<file path="config.mk">
export PLATFORM = sky130hd
export DESIGN_NAME = rgb_stream_gen
export DESIGN_NICKNAME = d
export VERILOG_FILES = /design/src/rtl/rgb_stream_gen.sv
export SDC_FILE = /design/constraint.sdc
export NUM_CORES = 1
export LEC_CHECK = 0
export CAP_MARGIN = 10
export CELL_PAD_IN_SITES_DETAIL_PLACEMENT = 1
export CELL_PAD_IN_SITES_GLOBAL_PLACEMENT = 2
export CORE_MARGIN = 10
export CORE_UTILIZATION = 34
export DETAILED_ROUTE_END_ITERATION = 6
export GPL_TIMING_DRIVEN = 0
export PLACE_DENSITY = 0.91
export SYNTH_ARGS = -nofsm -noshare
export SYNTH_HDL_FRONTEND = slang
export SYNTH_SLANG_ARGS = --single-unit
export TNS_END_PERCENT = 5
</file>
<file path="constraint.sdc">
create_clock -name clk -period 6.5 [get_ports clk]
set_input_delay 0.975 -clock clk [delete_from_list [all_inputs] [get_ports clk]]
set_output_delay 0.975 -clock clk [all_outputs]
set_load 0.005 [all_outputs]
</file>
<file path="src/rtl/rgb_stream_gen.sv">
// Synthetic RGB frame source feeding the RGB input FIFO with {vsync, hsync, rgb} words.
// Counters and FSM advance only on accepted writes, so a full FIFO freezes the stream in place.
module rgb_stream_gen #(
  parameter int H_ACTIVE = 40,
  parameter int V_ACTIVE = 48,
  parameter int SLICES   = 128,
  parameter int H_BLANK  = 4,
  parameter int V_BLANK  = 8
) (
  input  logic        clk,
  input  logic        nrst,
  input  logic        enable,
  input  logic [1:0]  mode,
  input  logic [23:0] solid_color,
  input  logic        full,
  output logic        wr_en,
  output logic [23:0] rgb,
  output logic        hsync,
  output logic        vsync,
  output logic [6:0]  slice_cnt,
  output logic        frame_done,
  output logic [1:0]  dbg_state
);

  localparam int XW = $clog2(H_ACTIVE + H_BLANK + 1);
  localparam int YW = $clog2(V_ACTIVE + 1);
  localparam int VW = $clog2(V_BLANK + 1);
  localparam logic [XW-1:0] X_ACT_LAST = XW'(H_ACTIVE - 1);
  localparam logic [XW-1:0] X_LAST     = XW'(H_ACTIVE + H_BLANK - 1);
  localparam logic [YW-1:0] Y_LAST     = YW'(V_ACTIVE - 1);
  localparam logic [6:0]    S_LAST     = 7'(SLICES - 1);
  localparam logic [VW-1:0] V_LAST     = VW'(V_BLANK - 1);

  typedef enum logic [1:0] {S_IDLE, S_VBLANK, S_ACTIVE, S_HBLANK} state_t;

  state_t          r_state, w_state_nxt;
  logic [XW-1:0]   r_x, w_x_nxt;
  logic [YW-1:0]   r_y, w_y_nxt;
  logic [6:0]      r_s, w_s_nxt;
  logic [VW-1:0]   r_v, w_v_nxt;
  logic [1:0]      r_mode;
  logic [23:0]     r_color;
  logic            w_latch;
  logic [7:0]      w_x8, w_y8, w_r, w_g, w_b;

  always_ff @(posedge clk or negedge nrst) begin
    if (!nrst) begin
      r_state <= S_IDLE;
      r_x     <= '0;
      r_y     <= '0;
      r_s     <= '0;
      r_v     <= '0;
      r_mode  <= '0;
      r_color <= '0;
    end else begin
      r_state <= w_state_nxt;
      r_x     <= w_x_nxt;
      r_y     <= w_y_nxt;
      r_s     <= w_s_nxt;
      r_v     <= w_v_nxt;
      if (w_latch) begin
        r_mode  <= mode;
        r_color <= solid_color;
      end
    end
  end

  assign wr_en = (r_state != S_IDLE) && !full;

  always_comb begin
    w_state_nxt = r_state;
    w_x_nxt     = r_x;
    w_y_nxt     = r_y;
    w_s_nxt     = r_s;
    w_v_nxt     = r_v;
    w_latch     = 1'b0;
    if (r_state == S_IDLE) begin
      if (enable) begin
        w_state_nxt = S_VBLANK;
        w_v_nxt     = '0;
      end
    end else if (wr_en) begin
      case (r_state)
        S_VBLANK: begin
          if (r_v == V_LAST) begin
            w_v_nxt = '0;
            // enable is only sampled here, so a frame is never truncated
            if (enable) begin
              w_state_nxt = S_ACTIVE;
              w_latch     = 1'b1;
              w_x_nxt     = '0;
              w_y_nxt     = '0;
              w_s_nxt     = '0;
            end else begin
              w_state_nxt = S_IDLE;
            end
          end else begin
            w_v_nxt = r_v + VW'(1);
          end
        end
        S_ACTIVE: begin
          w_x_nxt = r_x + XW'(1);
          if (r_x == X_ACT_LAST) w_state_nxt = S_HBLANK;
        end
        S_HBLANK: begin
          if (r_x == X_LAST) begin
            w_x_nxt = '0;
            if (r_y != Y_LAST) begin
              w_y_nxt     = r_y + YW'(1);
              w_state_nxt = S_ACTIVE;
            end else if (r_s != S_LAST) begin
              w_y_nxt     = '0;
              w_s_nxt     = r_s + 7'd1;
              w_state_nxt = S_ACTIVE;
            end else begin
              w_state_nxt = S_VBLANK;
              w_v_nxt     = '0;
            end
          end else begin
            w_x_nxt = r_x + XW'(1);
          end
        end
        default: ;
      endcase
    end
  end

  assign w_x8 = 8'(r_x);
  assign w_y8 = 8'(r_y);

  // Pattern arithmetic is deliberately mod 256 on every channel
  always_comb begin
    w_r = '0;
    w_g = '0;
    w_b = '0;
    case (r_mode)
      2'd0: {w_r, w_g, w_b} = r_color;
      2'd1: begin
        w_r = {r_s, 1'b0};
        w_b = 8'hFF - {r_s, 1'b0};
      end
      2'd2: begin
        w_r = w_x8 * 8'd6;
        w_g = w_y8 * 8'd5;
        w_b = {r_s, 1'b0};
      end
      default: begin
        if (w_x8[3] ^ w_y8[4]) begin
          w_r = 8'hFF;
          w_g = 8'hFF;
          w_b = 8'hFF;
        end
      end
    endcase
  end

  assign rgb        = (r_state == S_ACTIVE) ? {w_b, w_g, w_r} : 24'd0;
  assign hsync      = (r_state == S_ACTIVE);
  assign vsync      = (r_state == S_ACTIVE) || (r_state == S_HBLANK);
  assign slice_cnt  = r_s;
  assign frame_done = (r_state == S_HBLANK) && (r_x == X_LAST) && (r_y == Y_LAST) && (r_s == S_LAST);
  assign dbg_state  = r_state;

endmodule

</file>
# After elaboration in Yosys (flattened, before gate mapping)
# Cells that the tools add are included.
[totals]
register_bits = 51
wordCells = 101
output_inout_bits = 37
input_bits = 30
[op_classes]
mul = 2
n_bitwise = 2
reduce_logical = 19
add_sub_neg = 5
mux = 42
n_eq_ne = 24
[op_table]
columns = ["operator", "count"]
rows = [
  ["8-bit one-hot mux with 3 select lines", 3],
  ["6-bit 2-to-1 mux", 6],
  ["7-bit 2-to-1 mux", 5],
  ["4-bit 2-to-1 mux", 7],
  ["24-bit 2-to-1 mux", 1],
  ["6-bit equality test, second input constant", 3],
  ["2-bit 2-to-1 mux", 9],
  ["6-bit one-hot mux with 3 select lines", 1],
  ["3-bit != test, second input constant", 5],
  ["7-bit one-hot mux with 2 select lines", 1],
  ["6-bit by 1-bit adder with 6-bit output, second input constant", 2],
  ["2-bit != test, second input constant", 6],
  ["6-bit one-hot mux with 2 select lines", 1],
  ["6-bit AND reduction", 2],
  ["6-bit by 3-bit multiplier with 8-bit output, second input constant", 1],
  ["8-bit 2-to-1 mux", 1],
  ["4-bit one-hot mux with 2 select lines", 1],
  ["8-bit AND reduction", 1],
  ["8-bit subtractor, first input constant", 1],
  ["7-bit by 1-bit adder with 7-bit output, second input constant", 1],
  ["7-bit equality test, second input constant", 1],
  ["6-bit by 2-bit multiplier with 7-bit output, second input constant", 1],
  ["7-bit != test, second input constant", 1],
  ["7-bit AND reduction", 1],
  ["18 further kinds", 32],
]

# Depth between registers and ports, before layout
[logic_depth]
ltp_word = 7
mapped_depth = 7
mapped_depth_nobuf = 7

# Worst setup path before layout
# Ideal clock, no wire load.
[synth_path]
kind = "register -> output"
start = "reg r_y[3]"
end = "out rgb[15]"
t_arrival_ns = 1.931
required_ns = 5.525
path_buffers = 0
stages_incl_launch_ff = 8
slack_ns = 3.594
cell_sequence = "dfrtp_1 -> ha_1 -> ha_1 -> fa_1 -> a21o_1 -> a21oi_1 -> xnor2_1 -> a211oi_1"
[synth_via]
elab_chain_len = 3
[synth_lines]
columns = ["element", "line", "source"]
rows = [
  ["start, declared", "38", "logic [YW-1:0] r_y, w_y_nxt;"],
  ["start signal, assigned", "58", "r_y <= w_y_nxt;"],
  ["6-bit by 3-bit multiplier with 8-bit output", "144", "w_g = w_y8 * 8'd5;"],
  ["8-bit one-hot mux with 3 select lines", "136", "case (r_mode)"],
  ["24-bit 2-to-1 mux", "157", "assign rgb = (r_state == S_ACTIVE) ? {w_b, w_g, w_r} : 24'd0;"],
  ["end, declared", "17", "output logic [23:0] rgb,"],
]
# Every way passes these cells.

# Final worst setup path
[layout_path]
start = "reg r_y[1]"
end = "out rgb[15]"
# The elaborated chain is that of the path after synthesis.

==> impl_metrics.json <==
{
  "status": "finished, final reports clean",
  "yosysTopAreaCell": "sky130_fd_sc_hd__dfrtp_1",
  "postSynthNetCount": 415,
  "synth-main-ff-cell": "sky130_fd_sc_hd__dfrtp_1",
  "worst_setup_path_start_kind": "register",
  "grt.overflow.total": 0,
  "report.final.slew_viol_count": 0,
  "utilization": 0.454,
  "areaGrowthSynthToFinish_pct": 28.4,
  "cts.repair_timing.setup_buffer_count": 0,
  "num-fill-cells": 1107,
  "placement_row_count": 35,
  "diodes_inserted": 0,
  "async_reset_ff_frac": 1.00,
  "arrival_ns": 3.01,
  "most_frequent_cell_after_synthesis": "sky130_fd_sc_hd__dfrtp_1",
  "clock_root_buffer": "sky130_fd_sc_hd__clkbuf_8",
  "grt_antenna_before_repair": 0,
  "portion_of_synthesized_cell_area_occupied_by_the_leading_cell_type": 0.387,
  "cts_sinks": 51,
  "syn-cell-area_um2": 3290,
  "cp_max_stage_delay_ns": 0.55,
  "final.hold.worst_slack_ns": 0.494,
  "max_freq_mhz": 251,
  "post_cts.resized_instances": 0,
  "holdCritPathClass": "register to register",
  "ctsHoldBuffers": 0,
  "finalNetCount": 489,
  "post-route-min-period_ns": 3.99,
  "post_place_setup_slack_ns": 2.82,
  "wire_per_inst_um": 19.1,
  "total_cts_buffers": 5,
  "drc": 0,
  "synth_area_per_cell_um2": 9.05,
  "timing.max_cap.violations": 0,
  "via_count": 3077,
  "rsz_0062_raised_after_global_routing": "no",
  "detail_route.vias_per_cell": 5.42,
  "netlist_top_cells_count": "51 x sky130_fd_sc_hd__dfrtp_1, 46 x sky130_fd_sc_hd__nand2_1, 29 x sky130_fd_sc_hd__a21oi_1",
  "cts.htree.levels": 2,
  "finalWorstSetupSlack_ns": 2.51,
  "final_hold_viol_count": 0,
  "totalNegativeSetupSlack_ns": 0,
  "timing.critical_path.to_type": "primary output",
  "hpwl_after_detailed_placement_mm": 8.37,
  "finalNonFillerCells": 568,
  "seq_area_frac_synth": 0.387,
  "yosys-top-cells-area": "sky130_fd_sc_hd__dfrtp_1 39%, sky130_fd_sc_hd__mux2_2 7.5%, sky130_fd_sc_hd__ha_1 7.2%, sky130_fd_sc_hd__nand2_1 5.2%, sky130_fd_sc_hd__a21oi_1 4.4%",
  "max_slew_margin": 0.483,
  "design.die.area_um2": 14000,
  "synth.ff_latch_count": 51,
  "synth_cell_type_count": 50,
  "cellLeakagePower_nw": 1.79,
  "floorplan.die.width_um": 118,
  "floorplan.initialDensity": 0.353,
  "synthCells": 364,
  "timing.critical_path.required_ns": 5.52,
  "critical_path.most_common_cell": "sky130_fd_sc_hd__ha_1",
  "wirelength_mm": 10.8,
  "critical-path-slowest-cell": "sky130_fd_sc_hd__clkdlybuf4s50_1",
  "setup.worst_path.class": "register to primary output",
  "path_max_fanout": 5,
  "setup_viol": 0,
  "grt_max_degree": 39,
  "clock_insertion_delay_worst_skew_ns": 0.31,
  "timing_worst_slew_pin_value_ns": 0.775,
  "timing.final.crit_share": 0.613,
  "floorplan.core_area_um2": 9330,
  "cts.reportedPaths.clkPinSlew_ns": 0.10,
  "cts_max_path_buffers": 2,
  "gpl.final_weighted_congestion": 0.819,
  "die_y_um": 118,
  "first_global_vias": 3279,
  "power_density_nw_per_um2": 338,
  "detailedRoute.firstPassIterationCount": 4,
  "critical_path_buf_inv_count": 1,
  "global_route_wire_length_before_repair_mm": 17.8,
  "ir_drop_mv": 0.153,
  "dr.first_iter.drc_count": 130,
  "placement.io_buffers": 66,
  "layout-drive-gt1-share": 0.0866,
  "family_with_the_most_delay_on_the_worst_path": "adder cells",
  "cell_breakdown_of_the_critical_path": "ha_1 -> ha_1 -> fa_1 -> a21o_1 -> a21oi_1 -> xnor2_1 -> a211oi_1 -> clkdlybuf4s50_1",
  "final_antenna_net_count": 0,
  "synth-edff-count": 0,
  "placed_cells_incl_taps": 560,
  "clock_skew_ns": 0.00537,
  "synth.yosys.warnings": 0,
  "ios": 67,
  "tritoncts": "built",
  "globalRouteTotalUtil": 0.153
}
[registers in the layout, summed over array words and instances, names as in the netlist]
| signal | flops |
|---|---|
| r_y | 6 |
| r_x | 6 |
| r_v | 4 |
| r_color | 24 |
| r_mode | 2 |
| dbg_state | 2 |
| slice_cnt | 7 |
[tightest hold or removal path, cell delays in order (launching register included)]
cell                      delay (ns)
sky130_fd_sc_hd__dfrtp_1        0.36
sky130_fd_sc_hd__nand2_1        0.05
sky130_fd_sc_hd__nand2_1        0.06
[logic make-up after synthesis]
group           count (synthesis)  share of synthesized area
fa+ha+maj                      21                     0.0843
flops                          51                      0.387
mux                            22                     0.0752
simple gates                  134                      0.200
buf+inv                        28                     0.0330
xor+xnor                       12                     0.0319
compound gates                 96                      0.188
[cell usage in the layout (no fill, tap or decap), drive strengths merged, types with 8 or more instances in the layout]
cell            n
inv             8
nand3          10
nand2          46
a211oi         13
clkbuf         21
a21oi          29
nor3           14
mux2           22
ha             19
buf             8
xnor2          10
nor2           25
clkdlybuf4s50  65
nor2b          11
o21ai          19
dfrtp          51
[metrics by stage]
| step | power, W | instance area, um^2 |
|---|---|---|
| after global routing | 0.00155 | 4230 |
| after CTS | 0.00145 | 4230 |
| final | 0.00143 | 4230 |
| after detailed placement | 0.00123 | 4130 |
| after global placement | 0.00120 | 4120 |
| after floorplan | 0.000941 | 3290 |
[routing by layer]
layer / wire (um) / share of wire / GRT usage / vias up
li1: - / - / - / 1463
met4: 119 / 0.011 / 0.0359 / 0
met5: 0 / 0 / 0 / -
met1: 4910 / 0.45 / 0.194 / 1544
met3: 495 / 0.046 / 0.0357 / 8
met2: 5290 / 0.49 / 0.257 / 62
[power by group]
group	switching (W)	total, W	internal [W]
Sequential	0.000138	0.000554	0.000416
Combinational	0.000356	0.000668	0.000312
Clock	0.000112	0.000210	0.0000976
[area by class of cell]
cell class                      count  area, um^2  share of cell area
Buffer                             19        75.1              0.0177
Clock buffer                        8         100              0.0237
Inverter                            9        33.8             0.00798
Multi-Input combinational cell    285        1910               0.451
Sequential cell                    51        1280               0.302
Tap cell                          129         161              0.0381
Timing Repair Buffer               67         676               0.160
[worst paths after layout]
check                            start            to  slack (ns)  cells after the start
max                             r_y[1]       rgb[15]        2.51                      8
max reg2reg                     r_x[1]        r_y[3]        4.04                      5
min                        r_color[12]   r_color[12]        0.49                      2
min in group asynchronous         nrst        r_y[1]        0.56                      1
max in group asynchronous         nrst  slice_cnt[0]        5.40                      2
min reg2reg                r_color[12]   r_color[12]        0.49                      2
Note: power is estimated with default switching activity, not from simulation.
